`src/rtl/mem_lsu_stage.sv`:
```
// mem_lsu_stage: MEM pipeline stage with handshaked load/store port, alignment and stall control
module mem_lsu_stage #(
  parameter int STALL_W = 6,
  parameter int MEM_IDX = 3,
  parameter int SIDE_W  = 66
) (
  input  logic               clk,
  input  logic               rst,
  input  logic [STALL_W-1:0] stall,
  input  logic               ex_valid,
  input  logic [31:0]        ex_pc,
  input  logic [4:0]         ex_op_load,
  input  logic [2:0]         ex_op_store,
  input  logic [31:0]        ex_result,
  input  logic [31:0]        ex_store_data,
  input  logic               ex_rf_we,
  input  logic [4:0]         ex_rf_waddr,
  input  logic [SIDE_W-1:0]  ex_side,
  output logic               data_req,
  output logic               data_wr,
  output logic [1:0]         data_size,
  output logic [31:0]        data_addr,
  output logic [3:0]         data_wstrb,
  output logic [31:0]        data_wdata,
  input  logic               data_addr_ok,
  input  logic               data_data_ok,
  input  logic [31:0]        data_rdata,
  output logic               stallreq_mem,
  output logic               wb_valid,
  output logic [31:0]        wb_pc,
  output logic               wb_rf_we,
  output logic [4:0]         wb_rf_waddr,
  output logic [31:0]        wb_rf_wdata,
  output logic [SIDE_W-1:0]  wb_side,
  output logic               fwd_pending,
  output logic               exc_adel,
  output logic               exc_ades
);
  typedef enum logic [1:0] {IDLE, REQ, WAIT, DONE} state_t;
  state_t             state_q;
  logic               valid_q, rf_we_q;
  logic [31:0]        pc_q, addr_q, sdata_q, rdata_q;
  logic [4:0]         ld_q, waddr_q;
  logic [2:0]         st_q;
  logic [SIDE_W-1:0]  side_q;
  logic               is_ld, is_st, is_mem, mis, req;
  logic [7:0]         byte_v;
  logic [15:0]        half_v;
  logic [31:0]        load_v;
  logic               unused_stall;

  // lw/sw need word alignment, halfword ops need even addresses, bytes never trap
  function automatic logic misal(input logic [4:0] ld, input logic [2:0] st, input logic [1:0] a);
    return ((ld[0] | st[0]) & (|a)) | ((ld[3] | ld[4] | st[2]) & a[0]);
  endfunction

  assign unused_stall = ^stall;

  // stage register plus access FSM; every register load restarts the FSM
  always_ff @(posedge clk or posedge rst)
    if (rst) begin
      {valid_q, pc_q, ld_q, st_q, addr_q, sdata_q, rf_we_q, waddr_q, side_q} <= '0;
      state_q <= IDLE;
    end else if (stall[MEM_IDX] && !stall[MEM_IDX+1]) begin
      {valid_q, pc_q, ld_q, st_q, addr_q, sdata_q, rf_we_q, waddr_q, side_q} <= '0;
      state_q <= IDLE;
    end else if (!stall[MEM_IDX]) begin
      {valid_q, pc_q, ld_q, st_q, addr_q, sdata_q, rf_we_q, waddr_q, side_q} <=
        {ex_valid, ex_pc, ex_op_load, ex_op_store, ex_result, ex_store_data, ex_rf_we, ex_rf_waddr, ex_side};
      state_q <= (ex_valid && (|ex_op_load || |ex_op_store) && !misal(ex_op_load, ex_op_store, ex_result[1:0]))
                 ? REQ : IDLE;
    end else
      case (state_q)
        REQ:     if (data_addr_ok) state_q <= data_data_ok ? DONE : WAIT;
        WAIT:    if (data_data_ok) state_q <= DONE;
        default: ;
      endcase

  // capture the response only while an access is outstanding; stray data_ok is ignored
  always_ff @(posedge clk or posedge rst)
    if (rst) rdata_q <= '0;
    else if (data_data_ok && (state_q == REQ || state_q == WAIT)) rdata_q <= data_rdata;

  assign is_ld  = valid_q & (|ld_q);
  assign is_st  = valid_q & (|st_q);
  assign is_mem = is_ld | is_st;
  assign mis    = is_mem & misal(ld_q, st_q, addr_q[1:0]);
  assign req    = is_mem & (state_q == REQ);

  assign data_req   = req;
  assign data_wr    = req & (|st_q);
  assign data_addr  = req ? addr_q : '0;
  assign data_size  = !req ? 2'd0 : (ld_q[0] | st_q[0]) ? 2'd2 : (ld_q[3] | ld_q[4] | st_q[2]) ? 2'd1 : 2'd0;
  assign data_wstrb = !data_wr ? 4'b0000 : st_q[0] ? 4'b1111 :
                      st_q[2] ? 4'b0011 << addr_q[1:0] : 4'b0001 << addr_q[1:0];
  assign data_wdata = !data_wr ? '0 : st_q[0] ? sdata_q :
                      st_q[2] ? {2{sdata_q[15:0]}} : {4{sdata_q[7:0]}};

  assign byte_v = 8'(rdata_q >> {addr_q[1:0], 3'b000});
  assign half_v = addr_q[1] ? rdata_q[31:16] : rdata_q[15:0];
  assign load_v = ld_q[0] ? rdata_q :
                  ld_q[1] ? {{24{byte_v[7]}}, byte_v} :
                  ld_q[2] ? {24'b0, byte_v} :
                  ld_q[3] ? {{16{half_v[15]}}, half_v} : {16'b0, half_v};

  assign stallreq_mem = is_mem & (state_q == REQ || state_q == WAIT);
  assign wb_valid     = valid_q & !stallreq_mem;
  assign wb_pc        = pc_q;
  assign wb_rf_we     = rf_we_q & valid_q & !mis & !stallreq_mem;
  assign wb_rf_waddr  = waddr_q;
  assign wb_rf_wdata  = is_ld ? load_v : addr_q;
  assign wb_side      = wb_valid ? side_q : '0;
  assign fwd_pending  = is_ld & (state_q != DONE) & !mis;
  assign exc_adel     = mis & is_ld;
  assign exc_ades     = mis & is_st;
endmodule

```
`config.mk`:
```
export PLATFORM = sky130hd
export DESIGN_NAME = mem_lsu_stage
export DESIGN_NICKNAME = d
export VERILOG_FILES = /design/src/rtl/mem_lsu_stage.sv
export SDC_FILE = /design/constraint.sdc
export NUM_CORES = 1
export LEC_CHECK = 0
export BUFFER_PORTS_ARGS = -buffer_cell sky130_fd_sc_hd__buf_2
export CAP_MARGIN = 20
export CELL_PAD_IN_SITES_DETAIL_PLACEMENT = 1
export CELL_PAD_IN_SITES_GLOBAL_PLACEMENT = 1
export CORE_ASPECT_RATIO = 0.9
export CORE_UTILIZATION = 38
export DETAILED_ROUTE_END_ITERATION = 8
export GPL_TIMING_DRIVEN = 0
export PLACE_DENSITY = 0.95
export SKIP_CTS_REPAIR_TIMING = 1
export SYNTH_ARGS = -nofsm -noshare
export SYNTH_HDL_FRONTEND = slang
export SYNTH_SLANG_ARGS = --single-unit
```
`constraint.sdc`:
```
create_clock -name clk -period 12.1 [get_ports clk]
set_input_delay 0.605 -clock clk [delete_from_list [all_inputs] [get_ports clk]]
set_output_delay 0.605 -clock clk [all_outputs]
set_load 0.05 [all_outputs]
```
==> impl_metrics.yaml <==
status:
  status: "complete, no violations"
pwr:
  intPower_uw: 1390
  p_sw_share_pct: 35.4
  irDropWorstVdd_uv: 93.0
  leakage_uw: 0.00770
  power_density_nw_per_um2: 153
  comb_power_share_pct: 25.4
  power.switching_uw: 760
  power_frac_seq_pct: 40.1
  power_frac_clock_pct: 34.5
sta:
  timing.final.setup_violations: 0
  period_needed_ps: 3680
  rsz0062_at_grt: "false"
  fmax_mhz: 272
  timing.final.crit_share_pct: 30.4
  holdWs_ps: 173
  slew_viol_final: 0
  finalClockSkew_ps: 10.8
  worst_pin_slew_ps: 859
  fin_setup_tns_ps: 0
  setup_ws_ps: 8420
  max_slew_margin_pct: 42.8
  hold_violations: 0
yosys:
  synth_nets: 1474
  synthAdderAreaFrac_pct: 0.354
  synth_compound_area_share_pct: 13.9
  muxShareOfSynthArea_pct: 6.08
  synth_edf_count: 0
  syn_inst: 1252
  synth_area_um2: 10600
  synth_warnings: 0
  synth-xor-area-share_pct: 0
  async_reset_ff_share_pct: 100
  synth_seq_cells: 211
  yosysUniqueCellTypes: 44
  synth_seq_area_share_pct: 49.8
  ys.flop_type: "dfrtp_1"
  synth_simple_gate_area_share_pct: 19.3
  synth_top_family_by_area: "simple AND/OR/NAND/NOR gates"
  synth.avg_cell_area_um2: 8.47
floorplan:
  core.rowCount: 57
  core_um2: 27200
  ios: 432
  die_w_um: 178
  dieArea_um2: 28600
  start_util_pct: 39.0
  die_height_um: 160
route:
  drt_iter0_drc: 754
  routedWlPerCell_um: 21.3
  vias: 11100
  postRouteAntennaNets: 0
  viasPerCell: 5.33
  drcViolationCount: 0
  dr.pass1.iters: 5
  wl_um: 44600
global_routing:
  grt_pass1_vias: 12100
  grt_max_degree: 131
  antenna_found_initial: 17
  grt_pass1_wl_um: 68200
  grt_overflow: 0
  grt_usage_pct: 31.1
placed_design:
  dp_worst_setup_slack_ps: 8980
  io_buffers: 425
  place_area_um2: 13200
  hpwl_um: 33700
  gp_congestion: 0.923
critical_path:
  crit_type: "flip-flop to output pin"
  cp_max_fo: 10
  cp.required_ps: 11490
  critical_path_arrival_ps: 3080
  reg2reg_from: "state_q[0]$_DFFE_PP0P_"
  r2r_slack_ps: 9640
  startpoint_type: "flip-flop"
  r2r_cells: 6
  end_kind: "output pin"
  r2r-end: "rdata_q[28]$_DFFE_PP0P_"
final_layout:
  final_cell_area_um2: 14000
  drive_gt1_share_pct: 30.7
  postLayoutCoreUtil_pct: 51.7
  nets: 1927
  area_growth_pct: 32.4
  fill_cells: 3440
clocking:
  cts_max_path_buffers: 3
  clkLatencyLatePin_ps: 520
  cts_buffers: 25
  clk_pin_slew_ps: 60
  clock_sinks: 211
  cts_htree_levels: 1
  cts_tree: "built"
  cts_root_buffer: "clkbuf_16"
hold_path:
  hp-class: "primary input to async pin"
flow_run:
  drv_cap: 0
[power by group through the flow]
stage / Combinational [uW] / Clock (uW) / Sequential (uW)
after detailed placement: 541 / 0 / 870
final: 546 / 740 / 862
after global routing: 584 / 778 / 870
after global placement: 520 / 0 / 863
after CTS: 546 / 754 / 859
after floorplan: 346 / 0 / 871
[worst max-delay path by stage]
stage                              startpoint  depth (start not counted)                     to  slack [ps]
after global routing      st_q[2]$_DFFE_PP0P_                          8          data_addr[30]        8210
after detailed placement  ld_q[0]$_DFFE_PP0P_                          6          data_addr[30]        8980
final                     ld_q[0]$_DFFE_PP0P_                          6          data_addr[30]        8420
after CTS                 ld_q[0]$_DFFE_PP0P_                          6          data_addr[30]        8430
after floorplan                           rst                          1  addr_q[0]$_DFFE_PP0P_        5730
after global placement                    rst                          2  wb_pc[26]$_DFFE_PP0P_        3230
[per-layer routing]
metal  vias to the layer above  share of wire [%]  wire, um  GRT usage (%)
met3                       155                7.8      3470           7.13
met2                       517                 49     21800           52.9
met5                         -               0.14        62              0
met4                         8                6.1      2710           18.3
li1                       4996                  -         -              -
met1                      5463                 37     16600           35.5
[logic make-up after synthesis]
logic type	after synthesis
buf+inv	284
flops	211
compound gates	273
mux	57
fa+ha+maj	3
simple gates	424
[layout make-up]
cell class / count / area [um^2] / share of cell area, %
multi-input cells: 757 / 4210 / 30.0
repair buffers: 426 / 2150 / 15.4
diodes: 15 / 37.5 / 0.267
clock buffers: 35 / 713 / 5.08
flip-flops and latches: 211 / 5280 / 37.6
clock inverters: 9 / 77.6 / 0.553
well taps: 354 / 443 / 3.16
plain buffers: 97 / 414 / 2.95
inverters: 187 / 709 / 5.05
[worst max-delay path: stages (launching register included)]
cell and delay (ps):
dfrtp_1 360, clkbuf_1 260, o41ai_4 780, a21boi_2 350, clkbuf_1 330, and2_1 250, buf_2 210
[cells in the final DEF, fill, tap and decap left out, types with 5 or more instances in the layout]
cell type / n
buf_2: 432
dfrtp_1: 211
o21ai_0: 189
inv_1: 186
nand2_1: 141
nand3_1: 95
clkbuf_1: 74
and3_1: 74
a21oi_1: 56
nor2_1: 55
mux2_2: 39
and2_1: 34
clkbuf_16: 25
mux2i_1: 16
diode_2: 15
buf_1: 13
nand3b_1: 8
nor3_1: 7
clkinv_2: 6
nor2b_1: 5
buf_6: 5
a21o_1: 5
clkbuf_8: 5
[stage by stage]
step	total power, uW	cells
4_1_cts	2160	2076
3_3_place_gp	1380	2031
6_report	2150	2091
2_1_floorplan	1220	1252
3_5_place_dp	1410	2032
5_1_grt	2230	2087
[synthesized netlist by cell type (all sizes together), types with 8 or more instances]
master | count | area (um^2)
a21oi | 56 | 280
and3 | 74 | 463
mux2i | 16 | 160
nand2 | 141 | 529
nand3 | 95 | 475
inv | 187 | 702
and2 | 34 | 213
mux2 | 39 | 439
o21ai | 191 | 956
buf | 25 | 140
nor2 | 55 | 206
dfrtp | 211 | 5280
clkbuf | 72 | 274
nand3b | 8 | 60.1
[state kept, by name, summed over array words and instances (netlist names)]
name	flops
rf_we_q	1
rdata_q	32
st_q	3
sdata_q	32
wb_rf_waddr	5
side_q	66
addr_q	32
ld_q	5
valid_q	1
wb_pc	32
state_q	2
No activity file was read; power rests on OpenSTA's default activity.
